===== config.mk =====
export PLATFORM = sky130hd
export DESIGN_NAME = pattern_stream_sequencer
export DESIGN_NICKNAME = d
export VERILOG_FILES = /design/src/rtl/pattern_stream_sequencer.sv
export SDC_FILE = /design/constraint.sdc
export NUM_CORES = 1
export LEC_CHECK = 0
export ABC_AREA = 1
export BUFFER_PORTS_ARGS = -buffer_cell sky130_fd_sc_hd__buf_2
export CAP_MARGIN = 20
export CORE_MARGIN = 2
export CORE_UTILIZATION = 53
export DETAILED_ROUTE_END_ITERATION = 16
export GPL_ROUTABILITY_DRIVEN = 0
export HOLD_SLACK_MARGIN = 0.1
export PLACE_DENSITY = 0.74
export REMOVE_ABC_BUFFERS = 1
export SYNTH_ARGS = -nofsm -noshare
export SYNTH_HDL_FRONTEND = slang
export SYNTH_SLANG_ARGS = --single-unit

===== constraint.sdc =====
create_clock -name clk -period 2.45 [get_ports clk]
set_input_delay 0.49 -clock clk [delete_from_list [all_inputs] [get_ports clk]]
set_output_delay 0.49 -clock clk [all_outputs]
set_load 0.03 [all_outputs]

===== src/rtl/pattern_stream_sequencer.sv =====
// Read-side pacer for the pattern FIFO: emits full-pattern bursts of stream_en separated by gaps.
// A burst starts only once the FIFO holds a complete pattern, so bursts are never torn.
module pattern_stream_sequencer #(
    parameter int unsigned CNT_W = 12,
    parameter int unsigned GAP_W = 16
) (
    input  logic             clk,
    input  logic             rst_n,
    input  logic             start,
    input  logic             abort,
    input  logic [31:0]      num_pat,
    input  logic [CNT_W-1:0] rows_per_pat,
    input  logic [GAP_W-1:0] gap_cycles,
    input  logic [CNT_W-1:0] fifo_rd_count,
    input  logic             fifo_empty,
    output logic             stream_en,
    output logic             pat_start,
    output logic [31:0]      pat_cnt,
    output logic             busy,
    output logic             done,
    output logic             underrun
);

    typedef enum logic [2:0] {
        S_IDLE,
        S_WAIT_DATA,
        S_STREAM,
        S_GAP,
        S_DONE
    } state_t;

    state_t           r_state;
    state_t           w_next;

    logic [31:0]      r_num_lat;
    logic [CNT_W-1:0] r_rows_lat;
    logic [GAP_W-1:0] r_gap_lat;
    logic [CNT_W-1:0] r_row;
    logic [GAP_W-1:0] r_gap;
    logic [31:0]      r_pat_cnt;
    logic             r_underrun;
    logic             r_stream_en;
    logic             r_pat_start;
    logic             r_busy;
    logic             r_done;

    logic             w_accept;
    logic             w_last_row;
    logic             w_last_pat;
    logic             w_gap_end;

    assign w_accept   = (r_state == S_IDLE) && start && !abort;
    assign w_last_row = (r_row == (r_rows_lat - CNT_W'(1)));
    assign w_last_pat = ((r_pat_cnt + 32'd1) == r_num_lat);
    assign w_gap_end  = (r_gap == (r_gap_lat - GAP_W'(1)));

    always_comb begin
        w_next = r_state;
        unique case (r_state)
            S_IDLE: begin
                if (start) begin
                    if ((num_pat == '0) || (rows_per_pat == '0))
                        w_next = S_DONE;
                    else
                        w_next = S_WAIT_DATA;
                end
            end
            S_WAIT_DATA: begin
                if (fifo_rd_count >= r_rows_lat)
                    w_next = S_STREAM;
            end
            S_STREAM: begin
                if (w_last_row) begin
                    if (w_last_pat)
                        w_next = S_DONE;
                    else if (r_gap_lat == '0)
                        w_next = S_WAIT_DATA;
                    else
                        w_next = S_GAP;
                end
            end
            S_GAP: begin
                if (w_gap_end)
                    w_next = S_WAIT_DATA;
            end
            S_DONE: begin
                w_next = S_IDLE;
            end
            default: begin
                w_next = S_IDLE;
            end
        endcase
        if (abort)
            w_next = S_IDLE;
    end

    // Outputs are registered from the next state so they carry no combinational path.
    always_ff @(posedge clk or negedge rst_n) begin
        if (!rst_n) begin
            r_state     <= S_IDLE;
            r_stream_en <= 1'b0;
            r_pat_start <= 1'b0;
            r_busy      <= 1'b0;
            r_done      <= 1'b0;
        end else begin
            r_state     <= w_next;
            r_stream_en <= (w_next == S_STREAM);
            r_pat_start <= (w_next == S_STREAM) && (r_state != S_STREAM);
            r_busy      <= (w_next != S_IDLE);
            r_done      <= (w_next == S_DONE);
        end
    end

    always_ff @(posedge clk or negedge rst_n) begin
        if (!rst_n) begin
            r_num_lat  <= '0;
            r_rows_lat <= '0;
            r_gap_lat  <= '0;
        end else if (w_accept) begin
            r_num_lat  <= num_pat;
            r_rows_lat <= rows_per_pat;
            r_gap_lat  <= gap_cycles;
        end
    end

    always_ff @(posedge clk or negedge rst_n) begin
        if (!rst_n) begin
            r_row <= '0;
            r_gap <= '0;
        end else begin
            if ((r_state == S_STREAM) && (w_next == S_STREAM))
                r_row <= r_row + CNT_W'(1);
            else
                r_row <= '0;
            if ((r_state == S_GAP) && (w_next == S_GAP))
                r_gap <= r_gap + GAP_W'(1);
            else
                r_gap <= '0;
        end
    end

    // Abort freezes pat_cnt, so an abort on the last row does not count that pattern.
    always_ff @(posedge clk or negedge rst_n) begin
        if (!rst_n) begin
            r_pat_cnt  <= '0;
            r_underrun <= 1'b0;
        end else if (w_accept) begin
            r_pat_cnt  <= '0;
            r_underrun <= 1'b0;
        end else begin
            if ((r_state == S_STREAM) && w_last_row && !abort)
                r_pat_cnt <= r_pat_cnt + 32'd1;
            if (r_stream_en && fifo_empty)
                r_underrun <= 1'b1;
        end
    end

    assign stream_en = r_stream_en;
    assign pat_start = r_pat_start;
    assign pat_cnt   = r_pat_cnt;
    assign busy      = r_busy;
    assign done      = r_done;
    assign underrun  = r_underrun;

endmodule

==> qor.csv <==
metric,value,unit
number of clock sinks,128,
later-pin clock latency in the skew report,430,ps
synth unique cells,42,
Core Area,15000,µm²
Die ar.,16200,µm²
largest net degree at the start of global routing,55,
power share of the clock group,38.2,%
combinational share of power,21.3,%
ANT nets after route,0,
CP max stage delay,430,ps
share of the synthesized area in the top cell type,39.8,%
Switching Fraction,31.3,%
post-route cell area,10500,µm²
Post-synth top cells,"nand2_1 (264), nor2_1 (147), inv_1 (134)",
CP dominant cell by count,nand2_1,
routed wire length,22600,µm
global-route wire length before repair,36200,µm
layout cell share with drive strength beyond 1,26.1,%
Yosys Warn Count,0,
largest delay contributor family on the critical path,simple AND/OR/NAND/NOR gates,
boundary pin count,114,
Max Slew Vio Count,0,
Synth-to-Final Area Change,30.0,%
die width,127,µm
antenna fix cells,0,
number of synthesized register bits,128,
Die Y,127,µm
status,"complete, but fails checks",
Cell Pwr Density,617,nW/µm²
relative slew slack,57.0,%
Mapped Area,8040,µm²
WS Path Type,reg -> reg,
Synth area leaders,"dfrtp_1 (40%), nand2_1 (12%), nor2_1 (6.9%)",
root buf cell,clkbuf_16,
period utilization,108,%
Hold Crit Class,in -> reg,
Worst-path clk slew,60,ps
number of global-route vias before repair,7696,
DRT iter0 DRCs,697,
"area leader, netlist",dfrtp_1,
Final WS setup,-204,ps
Starting Density,53.5,%
RSZ-0062 raised after global routing,true,
CTS buffer count,17,
violated checks,setup timing,
Placement Cell Area,9420,µm²
total chip power,6.45,mW
"Top FF cell, synth",dfrtp_1,
internal cell power,4.43,mW
number of antenna violations at the first check in global routing,0,
HPWL after DPL,16000,µm
Std-Cell Rows,45,
CP startpoint kind,flop,
Post-synth EDFFs,0,
Fillers,1200,
max frequency,377,MHz
final hold violation count,0,
Switching Power,2.02,mW
VDD IR-drop max,0.573,mV
"count leader, synth",nand2_1,
Via density,5.40,
CP Cell Sequence,ha_4 > nand2_4 > nor2_8 > nand2_4 > nor2_4 > nand3_2 > nand3_2 > nand2_1 > nor2_1 > nand2_1 > nor2_2 > nand3_2 > nand2_1 > nand2_1 > nand2_2 > nand4_4 > clkbuf_16 > nor2_2,
crit path max-delay cell type,dfrtp_1,
multi-input logic area,4450,µm²
setup violators final,65,
vias,8043,
nets,1382,
crit-path max FO,7,
GRT Total Usage,28.0,%
Syn Area/Cell,7.47,µm²
Period minus WS final,2650,ps
CP Data Required Time,2810,ps
nature of the critical path endpoint,flop,
CTS tree,yes,
ys async rst share,100,%
Post-Route Skew,9.55,ps
Overflow after GRT,0,
sequential cell area fraction in the yosys report,39.8,%
max-cap check violation count,0,
Pleak,5.13,nW
1st-pass router iterations,5,
CTS HTree Levels,4,
I/O Buffers,113,
Seq pwr share,40.5,%
WP buf/inv,1,
WL per Instance,15.2,µm
Seq. cell area,3210,µm²
clk buf depth,2,
Tightest Pin Transition,640,ps
Synth Instances,1076,
DRC violations left,0,
CP Data Arrival Time,3010,ps
stage by stage:
step | util [%] | cells | hold slack (ps) | TNS (ps) | worst slack (ps)
after global routing | 69.6 | 1489 | 300 | -19540 | -445
after detailed placement | 62.7 | 1434 | 483 | -5230 | -210
after floorplan | - | 1056 | 194 | -69950 | -1410
final | 69.6 | 1489 | 301 | -6310 | -204
after global placement | 62.7 | 1434 | 471 | -1660 | -87.0
after CTS | 67.9 | 1477 | 296 | -3230 | -146
final cells by class:
type | instances | share of cell area [%]
timing repair buffer | 212 | 14.2
clock buffer | 19 | 4.24
tap | 188 | 2.25
sequential | 128 | 30.7
multi-input combinational | 794 | 42.6
clock inverter | 13 | 1.26
inverter | 135 | 4.85
sequential cells by signal, summed over array words and instances, names as in the netlist:
register and flops:
underrun 1, busy 1, r_rows_lat 12, pat_cnt 32, r_gap_lat 16, pat_start 1
r_row 12, done 1, r_gap 16, r_state 3, stream_en 1, r_num_lat 32
worst register-to-register path, stage by stage, from the launching register on:
cell and delay [ps]:
dfrtp_1 430, ha_4 180, nand2_4 70, nor2_8 180, nand2_4 90, nor2_4 250
nand3_2 110, nand3_2 80, nand2_1 50, nor2_1 130, nand2_1 110, nor2_2 160
nand3_2 90, nand2_1 80, nand2_1 60, nand2_2 90, nand4_4 150, clkbuf_16 210
nor2_2 70
per-layer routing:
metal	share of wire [%]	GRT usage (%)
met5	0	0
met4	2.0	8.60
met3	6.7	6.20
met2	47	45.6
met1	44	37.8
final timing paths:
kind,from,endpoint,slack (ps),depth (start not counted)
setup / recovery,pat_cnt[0],r_row[2],-200,18
setup reg to reg,pat_cnt[0],r_row[2],-200,18
hold / removal,gap_cycles[8],r_gap_lat[8],300,2
max in group asynchronous,rst_n,pat_cnt[15],1150,3
min in group asynchronous,rst_n,pat_cnt[8],610,2
hold reg to reg,r_num_lat[18],r_num_lat[18],500,2
cell usage in the layout, fill, tap and decap left out, types with 11 or more instances in the layout:
cell type / n
a21oi_1: 43
buf_2: 112
buf_4: 85
clkbuf_16: 18
dfrtp_1: 125
ha_1: 15
inv_1: 132
mux2_2: 18
nand2_1: 255
nand2_2: 11
nand3_1: 79
nand3b_1: 16
nand4_1: 13
nor2_1: 137
nor2_2: 17
nor2_4: 17
o21ai_0: 21
o22ai_1: 28
xnor2_1: 22
xor2_1: 36
power by group through the flow:
| stage | logic (mW) | clock network (mW) | registers, mW |
|---|---|---|---|
| floorplan | 0.898 | 0 | 2.59 |
| global placement | 1.27 | 0 | 2.63 |
| detailed placement | 1.30 | 0 | 2.64 |
| CTS | 1.35 | 2.50 | 2.61 |
| global route | 1.54 | 2.59 | 2.64 |
| finish | 1.37 | 2.46 | 2.61 |
what timing repair did:
action / 4_1_cts / 5_1_grt
hold buffers: 1 / 0
hold endpoints to repair: 39 / 0
gates cloned: 2 / 1
buffers inserted: 8 / 11
resized for setup: 25 / 35
endpoints found under the setup margin: 52 / 67
pin swaps: 14 / 27
cells by family after synthesis:
logic type                 count (synthesis)  synth area share, %
xor gates and xnor gates                  61                 6.99
AOI/OAI and AO/OA                        104                 7.19
DFF                                      128                 39.8
muxes                                     18                 2.52
and+or+nand+nor                          593                 33.3
adders and majority gates                 17                 2.65
buffers and inverters                    155                 7.52
(Power assumes the default switching activity.)
